===== config.mk =====
export PLATFORM = sky130hd
export DESIGN_NAME = roi_window_ctrl
export DESIGN_NICKNAME = d
export VERILOG_FILES = /design/src/rtl/roi_window_ctrl.sv
export SDC_FILE = /design/constraint.sdc
export NUM_CORES = 1
export LEC_CHECK = 0
export ABC_CLOCK_PERIOD_IN_PS = 2230
export CAP_MARGIN = 25
export CORE_MARGIN = 4
export CORE_UTILIZATION = 25
export CTS_CLUSTER_DIAMETER = 150
export DETAILED_ROUTE_END_ITERATION = 7
export GPL_TIMING_DRIVEN = 0
export PLACE_DENSITY_LB_ADDON = 0.25
export SLEW_MARGIN = 40
export SYNTH_ARGS = -nofsm -noshare
export SYNTH_HDL_FRONTEND = slang
export SYNTH_SLANG_ARGS = --single-unit

===== constraint.sdc =====
create_clock -name clk -period 2.23 [get_ports clk]
set_clock_uncertainty 0.05 [all_clocks]
set_input_delay 0.223 -clock clk [delete_from_list [all_inputs] [get_ports clk]]
set_output_delay 0.223 -clock clk [all_outputs]
set_load 0.02 [all_outputs]

===== src/rtl/roi_window_ctrl.sv =====
// roi_window_ctrl: staged ROI windows with frame-boundary commit and registered per-pixel hit flag/index.
module roi_window_ctrl #(
  parameter int          NWIN   = 4,
  parameter logic [10:0] DEF_X1 = 11'd180,
  parameter logic [10:0] DEF_X2 = 11'd330,
  parameter logic [9:0]  DEF_Y1 = 10'd10,
  parameter logic [9:0]  DEF_Y2 = 10'd110
) (
  input  logic        clk,
  input  logic        reset,
  input  logic        en,
  input  logic [10:0] pix_x,
  input  logic [9:0]  pix_y,
  input  logic        frame_start,
  input  logic        cfg_valid,
  output logic        cfg_ready,
  input  logic [1:0]  cfg_idx,
  input  logic [10:0] cfg_x1,
  input  logic [10:0] cfg_x2,
  input  logic [9:0]  cfg_y1,
  input  logic [9:0]  cfg_y2,
  input  logic        cfg_wen,
  output logic        cfg_err,
  input  logic        commit_req,
  output logic        commit_done,
  output logic        outg,
  output logic [1:0]  out_idx
);
  typedef struct packed {
    logic [10:0] x1;
    logic [10:0] x2;
    logic [9:0]  y1;
    logic [9:0]  y2;
    logic        wen;
  } win_t;
  typedef enum logic [1:0] {IDLE, PEND, DONE} state_t;
  localparam win_t DEF_W = {DEF_X1, DEF_X2, DEF_Y1, DEF_Y2, 1'b1};
  win_t stg_q [NWIN];
  win_t act_q [NWIN];
  state_t state_q, state_d;
  logic err_q, outg_q, outg_d, hit_any, xfer, bad;
  logic [1:0] idx_q, idx_d, hit_idx;
  assign cfg_ready   = state_q == IDLE && !reset;
  assign xfer        = cfg_valid && cfg_ready;
  assign bad         = cfg_wen && (cfg_x1 > cfg_x2 || cfg_y1 > cfg_y2);
  assign commit_done = state_q == DONE;
  assign cfg_err     = err_q;
  assign outg        = outg_q;
  assign out_idx     = idx_q;
  always_comb begin
    state_d = state_q == IDLE ? (commit_req ? PEND : IDLE) :
              state_q == PEND ? (frame_start ? DONE : PEND) : IDLE;
  end
  // Scan high to low so the lowest-numbered hit is the one left standing.
  always_comb begin
    hit_any = 1'b0;
    hit_idx = '0;
    for (int i = NWIN - 1; i >= 0; i--)
      if (act_q[i].wen && act_q[i].x1 <= pix_x && pix_x <= act_q[i].x2 &&
          act_q[i].y1 <= pix_y && pix_y <= act_q[i].y2) begin
        hit_any = 1'b1;
        hit_idx = 2'(i);
      end
    outg_d = en && hit_any;
    idx_d  = outg_d ? hit_idx : 2'd0;
  end
  always_ff @(posedge clk) begin
    if (reset) begin
      state_q <= IDLE;
      err_q   <= 1'b0;
      outg_q  <= 1'b0;
      idx_q   <= '0;
      for (int i = 0; i < NWIN; i++) begin
        stg_q[i] <= i == 0 ? DEF_W : '0;
        act_q[i] <= i == 0 ? DEF_W : '0;
      end
    end else begin
      state_q <= state_d;
      err_q   <= xfer && bad;
      outg_q  <= outg_d;
      idx_q   <= idx_d;
      if (xfer && !bad) stg_q[cfg_idx] <= {cfg_x1, cfg_x2, cfg_y1, cfg_y2, cfg_wen};
      // Pixel in the frame_start cycle still sees the old set; the copy lands at this edge.
      if (state_q == PEND && frame_start) act_q <= stg_q;
    end
  end
endmodule


Yosys cells after proc, flatten, opt, wreduce, memory -nomap -nowiden
Index checks and enable logic that the tools add are counted.
{"block": "op_classes", "magnitude_cmp": 20, "n_eq_ne": 2, "mux": 14, "n_bitwise": 2, "n_reduce_logical": 30}
{"cell": "bitwise mux 172 bit", "n": 1}
{"cell": "less-or-equal comparator 11 bit", "n": 8}
{"cell": "demux 43 bit (select 2 bit)", "n": 1}
{"cell": "less-or-equal comparator 10 bit", "n": 8}
{"cell": "2-to-1 mux 43 bit", "n": 1}
{"cell": "logical AND 1 bit", "n": 24}
{"cell": "> comparator 11 bit", "n": 1}
{"cell": "> comparator 10 bit", "n": 1}
{"cell": "2-to-1 mux 2 bit", "n": 5}
{"cell": "2-to-1 mux 1 bit", "n": 6}
{"cell": "OR reduction 4 bit", "n": 1}
{"cell": "greater-or-equal comparator 3 bit, second input constant", "n": 1}
{"cell": "less-than comparator 3 x 1 -> 1 bit, second input constant", "n": 1}
{"cell": "NOT 2 -> 3 bit", "n": 1}
{"cell": "OR reduction 3 bit", "n": 1}
{"cell": "== test 2 x 1 -> 1 bit, second input constant", "n": 1}
{"cell": "== test 2 bit, second input constant", "n": 1}
{"cell": "zero test 1 bit", "n": 2}
{"cell": "zero test 2 bit", "n": 1}
{"cell": "logical OR 1 bit", "n": 1}
{"cell": "NOT 1 bit", "n": 1}
{"block": "totals", "reg_bits": 350, "in_bits": 72, "word_cells": 113}

Logic depth before layout (Yosys ltp)
Gate-level depths: netlist (run 1).
{"block": "logic_depth", "ltp_word": 12, "depth_mapped": 11, "depth_no_buf": 9}

Worst setup path before layout (run 1)
OpenSTA, ideal clock, no wires.
{"block": "synth_path", "path_type": "input port to flip-flop", "start": "in cfg_y2[1]", "end": "reg stg_q[31] (netlist bit)", "setup_time_ns": 0.128, "arrival_ns": 2.044, "required_time_ns": 2.052, "slack_ns": 0.009, "cell_stages": 10, "n_path_buf": 1, "cell_sequence": "inv_1 -> ha_1 -> nor2b_1 -> o211ai_2 -> a21oi_1 -> o311a_4 -> nor3_4 -> buf_6 -> mux2i_1 -> nor2_1"}
{"block": "synth_via", "elab_chain_len": 5}
{"item": "from (decl)", "line": "21", "rtl": "input logic [9:0] cfg_y2,"}
{"item": "> comparator 10 bit", "line": "45", "rtl": "assign bad = cfg_wen && (cfg_x1 > cfg_x2 || cfg_y1 > cfg_y2);"}
{"item": "logical OR 1 bit", "line": "45"}
{"item": "logical AND 1 bit", "line": "45"}
{"item": "zero test 1 bit", "line": "82", "rtl": "if (xfer && !bad) stg_q[cfg_idx] <= {cfg_x1, cfg_x2, cfg_y1, cfg_y2, cfg_wen};"}
{"item": "logical AND 1 bit", "line": "82"}
{"item": "to (signal, indexed assignment)", "line": "74", "rtl": "stg_q[i] <= i == 0 ? DEF_W : '0;"}
{"item": "to (signal, indexed assignment)", "line": "82"}
{"item": "to (decl)", "line": "38", "rtl": "win_t stg_q [NWIN];"}
No other way between the ends.
A chain may end at the register's enable or synchronous reset.

Final worst setup path (run 1)
{"block": "layout_path", "start": "reg act_q[74] (netlist bit)", "end": "reg idx_q[0] (netlist: out_idx[0])"}
{"block": "layout_via", "elab_chain_len": 10}
{"item": "from (decl)", "line": "39", "rtl": "win_t act_q [NWIN];"}
{"item": "from (signal, indexed assignment)", "line": "75", "rtl": "act_q[i] <= i == 0 ? DEF_W : '0;"}
{"item": "from (signal assigned)", "line": "84", "rtl": "if (state_q == PEND && frame_start) act_q <= stg_q;"}
{"item": "less-or-equal comparator 11 bit (*)", "line": "59", "rtl": "if (act_q[i].wen && act_q[i].x1 <= pix_x && pix_x <= act_q[i].x2 &&"}
{"item": "logical AND 1 bit (*) (2 in a row)", "line": "59"}
{"item": "logical AND 1 bit (*)", "line": "60", "rtl": "act_q[i].y1 <= pix_y && pix_y <= act_q[i].y2) begin"}
{"item": "2-to-1 mux 1 bit (3 in a row)", "line": "59"}
{"item": "logical AND 1 bit", "line": "64", "rtl": "outg_d = en && hit_any;"}
{"item": "NOT 1 bit (no line)"}
{"item": "OR reduction 3 bit (no line)"}
{"item": "to (signal assigned)", "line": "81", "rtl": "idx_q <= idx_d;"}
{"item": "to (decl)", "line": "42", "rtl": "logic [1:0] idx_q, idx_d, hit_idx;"}
Every way passes the cells marked *; elsewhere a longest branch is shown, timed or not.

==> results of run 1 <==
## state kept, by name (all words and copies together), names as in the netlist
signal   count
act_q      172
cfg_err      1
outg         1
out_idx      2
state_q      2
stg_q      172
## cell families after synthesis
| group | after synthesis |
|---|---|
| flip-flops | 350 |
| buffers and inverters | 243 |
| multiplexers | 85 |
| AND/OR/NAND/NOR | 765 |
| AO/OA/AOI/OAI | 403 |
| adder cells (fa/ha/maj) | 189 |
## final cells by class
cell class | count | area, sq um
Buffer | 104 | 611.8
Clock inverter | 8 | 81.33
Sequential cell | 350 | 7013
Multi-Input combinational cell | 1442 | 9193
Clock buffer | 59 | 1174
Inverter | 138 | 518.0
Timing Repair Buffer | 119 | 1016
Antenna cell | 2 | 5.005
Tap cell | 864 | 1081
Fill cell | 6967 | 45290
## where the power goes
part | switching, uW | leakage, uW | internal (uW) | total (uW)
Combinational | 1020 | 0.00417 | 517 | 1540
Sequential | 46.3 | 0.00283 | 6340 | 6380
Clock | 2690 | 0.000610 | 3750 | 6440
Total | 3760 | 0.00761 | 10600 | 14400
## layer usage
| layer | global-route usage [%] | vias up | routed length (microns) |
|---|---|---|---|
| li1 | - | 7198 | - |
| met1 | 20.56 | 6959 | 26120 |
| met2 | 27.78 | 371 | 28620 |
| met3 | 3.435 | 95 | 3472 |
| met4 | 6.068 | 8 | 2035 |
| met5 | 0 | - | 55 |
## worst reg2reg max path: cells and delay by family, from the launching register on
family                   cells  cell delay, ns
AND/OR/NAND/NOR              3            0.81
AO/OA/AOI/OAI                2            0.43
flip-flops                   1            0.33
adder cells (fa/ha/maj)      1            0.31
buffers and inverters        2            0.26
## synthesized netlist by cell type, types with 11 or more instances
library cell	n
clkbuf_1	88
nand3b_1	15
o21ai_0	35
a21oi_1	290
nor3_1	34
nand2_1	483
nand3_1	11
mux2i_1	85
dfxtp_1	350
a211oi_1	20
ha_1	189
nand4_1	40
nor2_1	142
inv_1	138
## stage by stage
| step | utilization [%] | worst slack [ns] |
|---|---|---|
| after floorplan | - | 0.008644 |
| after global placement | 28.06 | -1.739 |
| after CTS | 30.66 | -0.02685 |
| after detailed placement | 28.08 | -1.735 |
| after global routing | 31.36 | -0.1510 |
| final | 31.36 | -0.06651 |
## worst max-delay path by stage
stage               startpoint    endpoint  slack, ns  depth (start not counted)
detailed placement    pix_y[3]  out_idx[1]      -1.73                         10
finish               act_q[74]  out_idx[0]      -0.07                          8
CTS                  cfg_x1[8]    stg_q[4]      -0.03                         12
global route         act_q[74]  out_idx[1]      -0.15                          8
floorplan            cfg_y2[1]   stg_q[31]      0.009                         10
global placement     cfg_x1[1]   stg_q[47]      -1.74                         10
## repair_timing
| item | 4_1_cts | 5_1_grt |
|---|---|---|
| hold buffers | 8 | 18 |
| endpoints found under the hold margin | 8 | 25 |
| resized for setup | 225 | 132 |
| endpoints found under the setup margin | 292 | 223 |
| buffers inserted | 12 | 6 |
| pin swaps | 19 | 24 |
==> results.json, run 1 <==
{
  "path_cells": "inv_1 > ha_1 > nand4_1 > or3_4 > a2111oi_2 > buf_4 > nand2b_1 > a21oi_2",
  "violations": "hold timing, setup timing",
  "r2r-start": "act_q[74]",
  "grt_first_pass_wirelength_mm": 87.19,
  "hold_viol_final": 14,
  "fp.dieH_microns": 266.3,
  "crit_path_max_incr_delay_ns": 0.48,
  "ys_types": 52,
  "htreeDepth": 2,
  "nets": 2456,
  "layout_commonest_cell": "nand2_1",
  "drc_errors": 0,
  "die_area_sq_um": 70920,
  "portBuffers": 75,
  "rows": 94,
  "first_global_vias": 14120,
  "worst_path_dominant_cell_family": "simple AND/OR/NAND/NOR gates",
  "pin_count": 78,
  "status": "complete, but fails checks",
  "clockBufferDepth": 3,
  "viasPerCell": 4.741,
  "fmax_ghz": 0.4354,
  "hpwl_mm": 44.41,
  "holdCritStartpoint": "cfg_x2[3]",
  "fin_crit_ns": 2.297,
  "power_uw": 14360,
  "slew_headroom_pct": 43.24,
  "synth_compound_area_share_pct": 13.60,
  "synth-simple-area-share_pct": 19.31,
  "routed_wirelength_mm": 60.30,
  "rsz0062_at_grt": "yes",
  "ys.warnings.count": 0,
  "insertion_delay_ns": 0.57,
  "yosys.area_share.adder_pct": 14.18,
  "dp.cells": 2975,
  "setup_tns_ns": -0.1632,
  "drt_first_pass_iters": 5,
  "grt_max_degree": 13,
  "crit_slowest_cell": "or3_4",
  "seq_area_frac_synth_pct": 42.01,
  "critPathLaunchType": "flip-flop",
  "cts-buffers-inserted": 40,
  "synth-seq-cells": 350,
  "synth_edf_count": 0,
  "gr-total-overflow": 0,
  "synth_async_sr_flop_share_pct": 0,
  "vias": 14630,
  "setup_violations": 3,
  "max_cap_viol_count": 0,
  "synth_top_family_by_area": "simple AND/OR/NAND/NOR gates",
  "final_cell_mix": "nand2_1 (481), dfxtp_1 (347), a21oi_1 (279)",
  "placed_area_sq_um": 18530,
  "netlist_top_cells_area": "dfxtp_1 (42%), ha_1 (14%), nand2_1 (11%)",
  "core_sq_um": 65980,
  "syn_area_per_cell_sq_um": 8.196,
  "max-vdd-ir-drop_mv": 0.3874,
  "holdWs_ns": -0.02306,
  "power_density_nw_per_um2": 694.1,
  "synth_area_leader_cell": "dfxtp_1",
  "crit_required_ns": 2.63,
  "worstMarginPinSlew_ns": 0.8513,
  "r2r_end": "out_idx[0]",
  "dr.first_iter.drc_count": 943,
  "synth_area_sq_um": 16680,
  "criticalPathCategory": "flip-flop to flip-flop",
  "cp-end-kind": "flip-flop",
  "min_to": "stg_q[153]",
  "cts_tree": "done",
  "syn_nets": 2296,
  "grt_use_total_pct": 16.38,
  "finalCritPeriodShare_pct": 103.0,
  "worst_slack_ns": -0.06651,
  "clkTransAtPathRegs_ns": 0.06,
  "syn_inst": 2035,
  "instances_no_fill": 3086,
  "die_w_microns": 266.3,
  "final_cell_area_sq_um": 20690,
  "cp_num_buf_inv": 2,
  "initial_utilization_pct": 25.28,
  "area_growth_pct": 24.06,
  "hold_depth": 3,
  "cp.arrival_ns": 2.70,
  "antenna_found_initial": 8,
  "drive_gt1_share_pct": 10.54,
  "netlist.area_leader.share_pct": 42.01,
  "reg2regPathDepth": 8,
  "final-max-slew-violation-count": 0,
  "min_path_type": "input port to flip-flop",
  "ys.flop_type": "dfxtp_1",
  "routedWlPerCell_microns": 19.54,
  "synth_xor_area_share_pct": 0,
  "leakage_uw": 0.007606,
  "reg2reg_slack_ns": -0.07,
  "ant_nets": 0,
  "crit_fanout": 2,
  "cts.sinks": 350,
  "cts_root_buf": "clkbuf_16",
  "place.gp.congestion": 0.8662,
  "synthMuxAreaShare_pct": 5.101
}
Note: power is estimated with default switching activity, not from simulation.
==> run 2: changes to the inputs <==
--- a/config.mk
+++ b/config.mk
@@ -13,6 +13,7 @@
 export DETAILED_ROUTE_END_ITERATION = 7
 export GPL_TIMING_DRIVEN = 0
 export PLACE_DENSITY_LB_ADDON = 0.25
+export SKIP_LAST_GASP = 1
 export SLEW_MARGIN = 40
 export SYNTH_ARGS = -nofsm -noshare
 export SYNTH_HDL_FRONTEND = slang
==> results.json, run 2 (same netlist as run 1, synthesis figures left out) <==
{
  "drive_gt1_share_pct": 10.55,
  "nets": 2455,
  "initial_utilization_pct": 25.28,
  "clkTransAtPathRegs_ns": 0.06,
  "cp.arrival_ns": 2.75,
  "fin_crit_ns": 2.311,
  "hpwl_mm": 44.41,
  "wl_met1_mm": 26.09,
  "hold_viol_final": 10,
  "min_path_type": "input port to flip-flop",
  "highest_layer": "met5",
  "power_density_nw_per_um2": 694.9,
  "leakage_uw": 0.007595,
  "finalCritPeriodShare_pct": 103.6,
  "placed_area_sq_um": 18530,
  "cts_tree": "done",
  "max_cap_viol_count": 0,
  "core_sq_um": 65980,
  "antenna_found_initial": 8,
  "layout_commonest_cell": "nand2_1",
  "biggestRegsByFlops": "act_q (172), stg_q (172)",
  "place.gp.congestion": 0.8662,
  "crit_path_max_incr_delay_ns": 0.36,
  "pin_count": 78,
  "final_cell_area_sq_um": 20620,
  "htreeDepth": 2,
  "routedWlPerCell_microns": 19.53,
  "critPathLaunchType": "flip-flop",
  "cts_root_buf": "clkbuf_16",
  "cp-end-kind": "flip-flop",
  "area_growth_pct": 23.65,
  "status": "complete, but fails checks",
  "max-vdd-ir-drop_mv": 0.3846,
  "met3WireLength_mm": 3.478,
  "drc_errors": 0,
  "cts.sinks": 350,
  "crit_required_ns": 2.67,
  "slew_headroom_pct": 44.11,
  "fmax_ghz": 0.4326,
  "grt_max_degree": 13,
  "insertion_delay_ns": 0.56,
  "hold_depth": 3,
  "crit_fanout": 2,
  "routed_wirelength_mm": 60.24,
  "final-max-slew-violation-count": 0,
  "setup_violations": 3,
  "path_cells": "inv_1 > ha_1 > nand4_1 > a211oi_2 > a2111oi_4 > o22ai_2 > a221oi_2 > buf_4 > or2_4 > nor3b_2",
  "rows": 94,
  "gr-total-overflow": 0,
  "fp.dieH_microns": 266.3,
  "holdWs_ns": -0.01450,
  "die_area_sq_um": 70920,
  "criticalPathCategory": "flip-flop to flip-flop",
  "drt_first_pass_iters": 5,
  "clockBufferDepth": 3,
  "grt_first_pass_wirelength_mm": 87.06,
  "vias": 14590,
  "worst_slack_ns": -0.08135,
  "instances_no_fill": 3085,
  "reg2regPathDepth": 10,
  "viasPerCell": 4.729,
  "first_global_vias": 14100,
  "final_cell_mix": "nand2_1 (482), dfxtp_1 (343), a21oi_1 (278)",
  "crit_slowest_cell": "o22ai_2",
  "rsz0062_at_grt": "yes",
  "worstMarginPinSlew_ns": 0.8383,
  "portBuffers": 75,
  "dp.cells": 2975,
  "dr.first_iter.drc_count": 835,
  "violations": "hold timing, setup timing",
  "grt_use_total_pct": 16.36,
  "wl_met2_mm": 28.38,
  "ant_nets": 0,
  "die_w_microns": 266.3,
  "cts-buffers-inserted": 40
}
[run 2: changes by cell type in the layout (fill, tap and decap cells not counted), moves of 3 or more]
cell and change:
buf_8 +4, dfxtp_1 -4, dfxtp_2 +4, buf_12 -3, o21ai_1 +3, buf_4 +4
[run 2: where the power goes]
group | total, uW | internal (uW) | switching (uW)
Sequential | 6380 | 6340 | 46.7
Clock | 6430 | 3750 | 2680
Combinational | 1520 | 509 | 1010
[run 2: what timing repair did]
item	CTS	global route
buffers inserted	12	7
resized for setup	211	142
pin swaps	17	19
hold buffers	7	17
endpoints found under the setup margin	292	227
endpoints found under the hold margin	7	24
[run 2: per-stage QoR]
step	hold WS (ns)	worst slack (ns)	setup TNS [ns]	utilization (%)	power, uW
finish	-0.01450	-0.08135	-0.1460	31.26	14330
global route	0.001059	-0.1572	-0.6536	31.26	14870
CTS	0.0009837	-0.08780	-1.290	30.60	14390
detailed placement	0.3936	-1.735	-368.77	28.08	7893
global placement	0.3864	-1.739	-358.90	28.06	7860
floorplan	0.3002	0.008644	0	-	7216
[run 2: area by class of cell]
type / count / area, sq um
diodes: 2 / 5.005
plain buffers: 103 / 583.1
clock buffers: 59 / 1174
clock inverters: 8 / 81.33
fillers: 6971 / 45360
inverters: 138 / 518.0
multi-input cells: 1442 / 9153
flip-flops and latches: 350 / 7018
well taps: 864 / 1081
repair buffers: 119 / 1012
[run 2: final timing paths]
path	from	end	slack [ns]
worst max-delay path	act_q[138]	out_idx[1]	-0.08
worst min-delay path	cfg_x2[3]	stg_q[153]	-0.01
worst max register to register	act_q[138]	out_idx[1]	-0.08
worst min register to register	stg_q[10]	act_q[10]	0.40
[run 2: worst max-delay path, delay by kind of cell, from the launching register on]
kind	cells	cell delay, ns
AND/OR/NAND/NOR	3	0.55
buffers and inverters	2	0.21
flip-flops	1	0.33
AO/OA/AOI/OAI	4	0.82
adder cells (fa/ha/maj)	1	0.28
[run 2: routing by layer]
layer | global-route usage, % | vias up
met5 | 0 | -
met4 | 6.182 | 8
met3 | 3.435 | 100
met2 | 27.69 | 315
met1 | 20.53 | 6977
li1 | - | 7189
